### config.mk
export PLATFORM = sky130hd
export DESIGN_NAME = vga_timing
export DESIGN_NICKNAME = d
export VERILOG_FILES = /design/src/rtl/vga_pkg.sv /design/src/rtl/vga_wrap_cnt.sv /design/src/rtl/vga_timing.sv
export SDC_FILE = /design/constraint.sdc
export NUM_CORES = 1
export LEC_CHECK = 0
export CAP_MARGIN = 20
export CORE_UTILIZATION = 45
export CTS_CLUSTER_SIZE = 10
export DETAILED_ROUTE_END_ITERATION = 10
export PLACE_DENSITY_LB_ADDON = 0.3
export SYNTH_ARGS = -nofsm -noshare
export SYNTH_HDL_FRONTEND = slang
export SYNTH_SLANG_ARGS = --single-unit
export TNS_END_PERCENT = 10
### constraint.sdc
create_clock -name clk -period 2.8 [get_ports clk]
set_input_delay 0.56 -clock clk [delete_from_list [all_inputs] [get_ports clk]]
set_output_delay 0.56 -clock clk [all_outputs]
set_load 0.1 [all_outputs]
### src/rtl/vga_pkg.sv
// Timing constants for the 1024x768@60 raster (65 MHz pixel clock) and the shared counter type.
package vga_pkg;

   localparam int HBLANK_START = 1024;
   localparam int HSYNC_START  = 1048;
   localparam int HSYNC_STOP   = 1184;
   localparam int HBLANK_STOP  = 1344;

   localparam int VBLANK_START = 768;
   localparam int VSYNC_START  = 771;
   localparam int VSYNC_STOP   = 777;
   localparam int VBLANK_STOP  = 806;

   // Totals are the blank-stop points: a line/frame ends where blanking ends.
   localparam int H_TOTAL = HBLANK_STOP;
   localparam int V_TOTAL = VBLANK_STOP;

   localparam int CNT_W = 11;

   typedef logic [CNT_W-1:0] vga_cnt_t;

endpackage

### src/rtl/vga_wrap_cnt.sv
// Enabled up-counter that returns to zero after reaching max; exposes its next value and wrap strobe.
module vga_wrap_cnt
   import vga_pkg::*;
#(
   parameter int W = CNT_W
) (
   input  logic         clk,
   input  logic         rst_n,
   input  logic         en,
   input  logic [W-1:0] max,
   output logic [W-1:0] count,
   output logic [W-1:0] count_nxt,
   output logic         wrap
);

   // >= keeps the counter bounded even if max is lowered at run time.
   assign wrap = en && (count >= max);

   always_comb begin
      count_nxt = count;
      if (wrap) begin
         count_nxt = '0;
      end else if (en) begin
         count_nxt = count + 1'b1;
      end
   end

   always_ff @(posedge clk or negedge rst_n) begin
      if (!rst_n) begin
         count <= '0;
      end else begin
         count <= count_nxt;
      end
   end

endmodule

### src/rtl/vga_timing.sv
// Free-running VGA raster timing: registered counters with flags decoded from the next counter values.
// Optional start-of-frame pulse and frame counter are enabled by defining VGA_TIMING_FRAME_CNT_EN.
module vga_timing #(
   parameter int H_ACTIVE = vga_pkg::HBLANK_START,
   parameter int H_SS     = vga_pkg::HSYNC_START,
   parameter int H_SE     = vga_pkg::HSYNC_STOP,
   parameter int H_TOTAL  = vga_pkg::HBLANK_STOP,
   parameter int V_ACTIVE = vga_pkg::VBLANK_START,
   parameter int V_SS     = vga_pkg::VSYNC_START,
   parameter int V_SE     = vga_pkg::VSYNC_STOP,
   parameter int V_TOTAL  = vga_pkg::VBLANK_STOP,
   parameter int CNT_W    = vga_pkg::CNT_W
) (
   input  logic             clk,
   input  logic             rst_n,
   input  logic             pix_en,
   output logic [CNT_W-1:0] hcount,
   output logic [CNT_W-1:0] vcount,
   output logic             hblnk,
   output logic             hsync,
   output logic             vblnk,
   output logic             vsync,
   output logic             sof,
   output logic [15:0]      frame_cnt
);

   if (!(H_ACTIVE < H_SS && H_SS < H_SE && H_SE <= H_TOTAL)) begin : g_bad_h
      $error("vga_timing: horizontal timing parameters out of order");
   end
   if (!(V_ACTIVE < V_SS && V_SS < V_SE && V_SE <= V_TOTAL)) begin : g_bad_v
      $error("vga_timing: vertical timing parameters out of order");
   end
   if ((1 << CNT_W) < H_TOTAL || (1 << CNT_W) < V_TOTAL) begin : g_bad_w
      $error("vga_timing: CNT_W too narrow for H_TOTAL/V_TOTAL");
   end

   localparam logic [CNT_W-1:0] H_MAX   = CNT_W'(H_TOTAL - 1);
   localparam logic [CNT_W-1:0] V_MAX   = CNT_W'(V_TOTAL - 1);
   localparam logic [CNT_W-1:0] H_ACT_C = CNT_W'(H_ACTIVE);
   localparam logic [CNT_W-1:0] H_SS_C  = CNT_W'(H_SS);
   localparam logic [CNT_W-1:0] H_SE_C  = CNT_W'(H_SE);
   localparam logic [CNT_W-1:0] V_ACT_C = CNT_W'(V_ACTIVE);
   localparam logic [CNT_W-1:0] V_SS_C  = CNT_W'(V_SS);
   localparam logic [CNT_W-1:0] V_SE_C  = CNT_W'(V_SE);

   logic [CNT_W-1:0] h_nxt;
   logic [CNT_W-1:0] v_nxt;
   logic             h_wrap;
   logic             v_wrap;

   vga_wrap_cnt #(.W(CNT_W)) u_hcnt (
      .clk       (clk),
      .rst_n     (rst_n),
      .en        (pix_en),
      .max       (H_MAX),
      .count     (hcount),
      .count_nxt (h_nxt),
      .wrap      (h_wrap)
   );

   // v_wrap therefore marks the frame wrap: last pixel of last line on an enabled cycle.
   vga_wrap_cnt #(.W(CNT_W)) u_vcnt (
      .clk       (clk),
      .rst_n     (rst_n),
      .en        (pix_en & h_wrap),
      .max       (V_MAX),
      .count     (vcount),
      .count_nxt (v_nxt),
      .wrap      (v_wrap)
   );

   always_ff @(posedge clk or negedge rst_n) begin
      if (!rst_n) begin
         hblnk <= 1'b0;
         hsync <= 1'b0;
         vblnk <= 1'b0;
         vsync <= 1'b0;
      end else if (pix_en) begin
         hblnk <= (h_nxt >= H_ACT_C);
         hsync <= (h_nxt >= H_SS_C) && (h_nxt < H_SE_C);
         vblnk <= (v_nxt >= V_ACT_C);
         vsync <= (v_nxt >= V_SS_C) && (v_nxt < V_SE_C);
      end
   end

`ifdef VGA_TIMING_FRAME_CNT_EN
   always_ff @(posedge clk or negedge rst_n) begin
      if (!rst_n) begin
         sof       <= 1'b0;
         frame_cnt <= '0;
      end else begin
         sof <= v_wrap;
         if (v_wrap) begin
            frame_cnt <= frame_cnt + 16'd1;
         end
      end
   end
`else
   logic unused_frame_wrap;
   assign unused_frame_wrap = v_wrap;
   assign sof               = 1'b0;
   assign frame_cnt         = '0;
`endif

endmodule
==> flow_summary.ini <==
[run_status]
status = finished, final reports clean

[place]
dp_worst_setup_slack_ns = -0.00336
port_buffers = 28
place_inst = 287
gp_congestion = 0.843
dpl.hpwl_mm = 3.17
placed_cell_area_um2 = 2110

[clocking]
tritoncts = done
cts_resized = 0
cts_made_buffers = 3
cts_sinks = 26
clockBufferDepth = 2
cts_max_level = 1
root_buffer = clkbuf_8
clkTransAtPathRegs_ns = 0.09
postCtsSetupBuffers = 0
clk_latency_ns = 0.28
cts.hold.buffers_added = 0

[yosys]
async_reset_ff_share_pct = 100
avgSynthCellArea_um2 = 8.73
synthDistinctLibCells = 55
ys.warnings.count = 0
synth_edf_count = 0
synth_area_leaders = dfrtp_1 (36%), buf_4 (7.0%), nor2_1 (4.5%)
yosysSeqAreaShare_pct = 35.6
synth-main-ff-cell = dfrtp_1
yosysTopAreaCell = dfrtp_1
yosys.area.top_type_share_pct = 35.6
syn_area_um2 = 1830
ys_ff_latch = 26
netlist_instances = 209

[worst_hold_path]
holdPathEnd = hsync
min_path_type = reg -> reg
holdPathStages = 2
hp-start = hsync

[floorplanning]
die_h_um = 65.7
rows = 22
design.die.area_um2 = 4320
core_um2 = 3770
io_pins = 46
initial_utilization_pct = 48.4
die_w_um = 65.7

[sta]
drv_slew = 0
setup_viol = 0
setup_slack_ns = 0.217
fin_worst_skew_ns = 0.00893
rsz0062_at_grt = false
period_needed_ns = 2.58
finalHoldViolCount = 0
max_freq_mhz = 387
fin_crit_sh_pct = 92.2

[grt]
grt.overflow.total = 0
grt_pass1_vias = 1576
grt_use_total_pct = 23.0
antenna_found_initial = 0
grt_pass1_wl_mm = 7.65
grt_max_degree = 27

[route]
wl_per_cell_um = 14.9
drt_iter0_markers = 98
wirelength_mm = 4.33
drc = 0
viasPerCell = 5.62
drtPass1Iterations = 4
antenna_left = 0
vias = 1634

[critical_path]
reg2reg_slack_ns = 0.33
r2r_end = vsync
crit_slowest_cell = clkdlybuf4s50_1
critPathKind = in -> reg
worstSetupEndpointType = flop
rr_worst_depth = 7
crit_fanout = 6
required_ns = 2.96
reg2reg_from = u_hcnt.count[0]
crit_path_start_kind = input port
worstPathArrival_ns = 2.75
cp_slowest_stage_delay_ns = 0.59
crit_chain = clkdlybuf4s50_1 -> buf_4 -> nand4_1 -> or3_1 -> a211oi_1 -> a221oi_1 -> and3_1 -> o41ai_1

[power_and_ir_drop]
vdd_ir_drop_max_mv = 0.739
pwr_density_cell_nw_per_um2 = 649
finalPower_mw = 1.41
leakagePower_nw = 1.00

[cells_and_area]
final_cells = 291
antenna_cells = 0
fin_area_um2 = 2180
final_cell_mix = buf_4 (40), nor2_1 (22), nand2_1 (19), conb_1 (17), dfrtp_1 (14)
syn_to_final_growth_pct = 19.4
nets = 250
layout_commonest_cell = buf_4
layout-drive-gt1-share_pct = 27.2

[job]
cap_viol_max_count = 0
-- stage by stage --
stage / hold slack (ns) / TNS (ns) / utilization [%]
final: 0.493 / 0 / 57.8
after CTS: 0.499 / 0 / 57.8
after floorplan: 0.264 / 0 / -
after detailed placement: 0.466 / -0.00336 / 55.9
after global routing: 0.541 / 0 / 57.8
after global placement: 0.471 / 0 / 55.9
-- Yosys cell counts, types with 2 or more instances --
library cell   n
dfrtp_1       26
nor2_1        22
nand2_1       19
buf_4         17
o21ai_0       10
a21oi_1        8
clkbuf_1       8
inv_1          6
xnor2_1        6
and3_1         5
a21o_1         4
nand3_1        4
o31ai_1        4
xor2_1         4
a211oi_1       3
a41oi_1        3
and2_1         3
and4_1         3
buf_2          3
ha_1           3
nand4_1        3
nor3_1         3
o32ai_1        3
or3_1          3
a211o_1        2
o211ai_1       2
o21ai_1        2
o311ai_1       2
or2_2          2
-- cells by family after synthesis --
| family | after synthesis | synth area share, % |
|---|---|---|
| XOR/XNOR | 10 | 4.80 |
| AO/OA/AOI/OAI | 60 | 24.4 |
| adder cells (fa/ha/maj) | 3 | 2.06 |
| flip-flops | 26 | 35.6 |
| other | 1 | 0.205 |
| multiplexers | 2 | 1.17 |
| buffers and inverters | 34 | 10.7 |
| AND/OR/NAND/NOR | 73 | 21.0 |
-- routing by layer --
layer	GRT usage, %	wire, µm	vias up
li1	-	-	803
met1	34.5	2180	777
met2	33.7	1890	50
met3	2.78	217	4
met4	7.88	36	0
met5	0	0	-
-- critical path, delay by kind of cell --
kind            cells  cell delay (ns)
compound gates      3             0.79
buf+inv             2             0.75
simple gates        3             0.65
-- how the worst max path moves through the flow --
stage	startpoint	slack [ns]	endpoint	cells past startpoint
2_1_floorplan	u_hcnt.count[6]	0.01	vsync	6
3_3_place_gp	pix_en	0.05	hsync	8
3_5_place_dp	pix_en	-0.003	vsync	7
4_1_cts	pix_en	0.23	hsync	8
5_1_grt	pix_en	0.09	hsync	8
6_report	pix_en	0.22	hsync	8
-- sequential cells by signal (all words and copies together) (netlist names) --
name          flops
vsync             1
vblnk             1
u_hcnt.count     11
u_vcnt.count     11
hblnk             1
hsync             1
-- where the power goes --
group / internal, mW / switching (mW) / total, mW
clock network: 0.192 / 0.130 / 0.321
registers: 0.420 / 0.0860 / 0.506
logic: 0.107 / 0.481 / 0.588
-- final cells by class --
type                       instances  area [µm²]
clock buffer                       3        41.3
clock inverter                     1        30.0
fill                             328        1590
inverter                           6        22.5
multi-input combinational        165        1040
sequential                        26         666
tap                               48        60.1
timing repair buffer              42         320
Note: power is estimated with default switching activity, not from simulation.
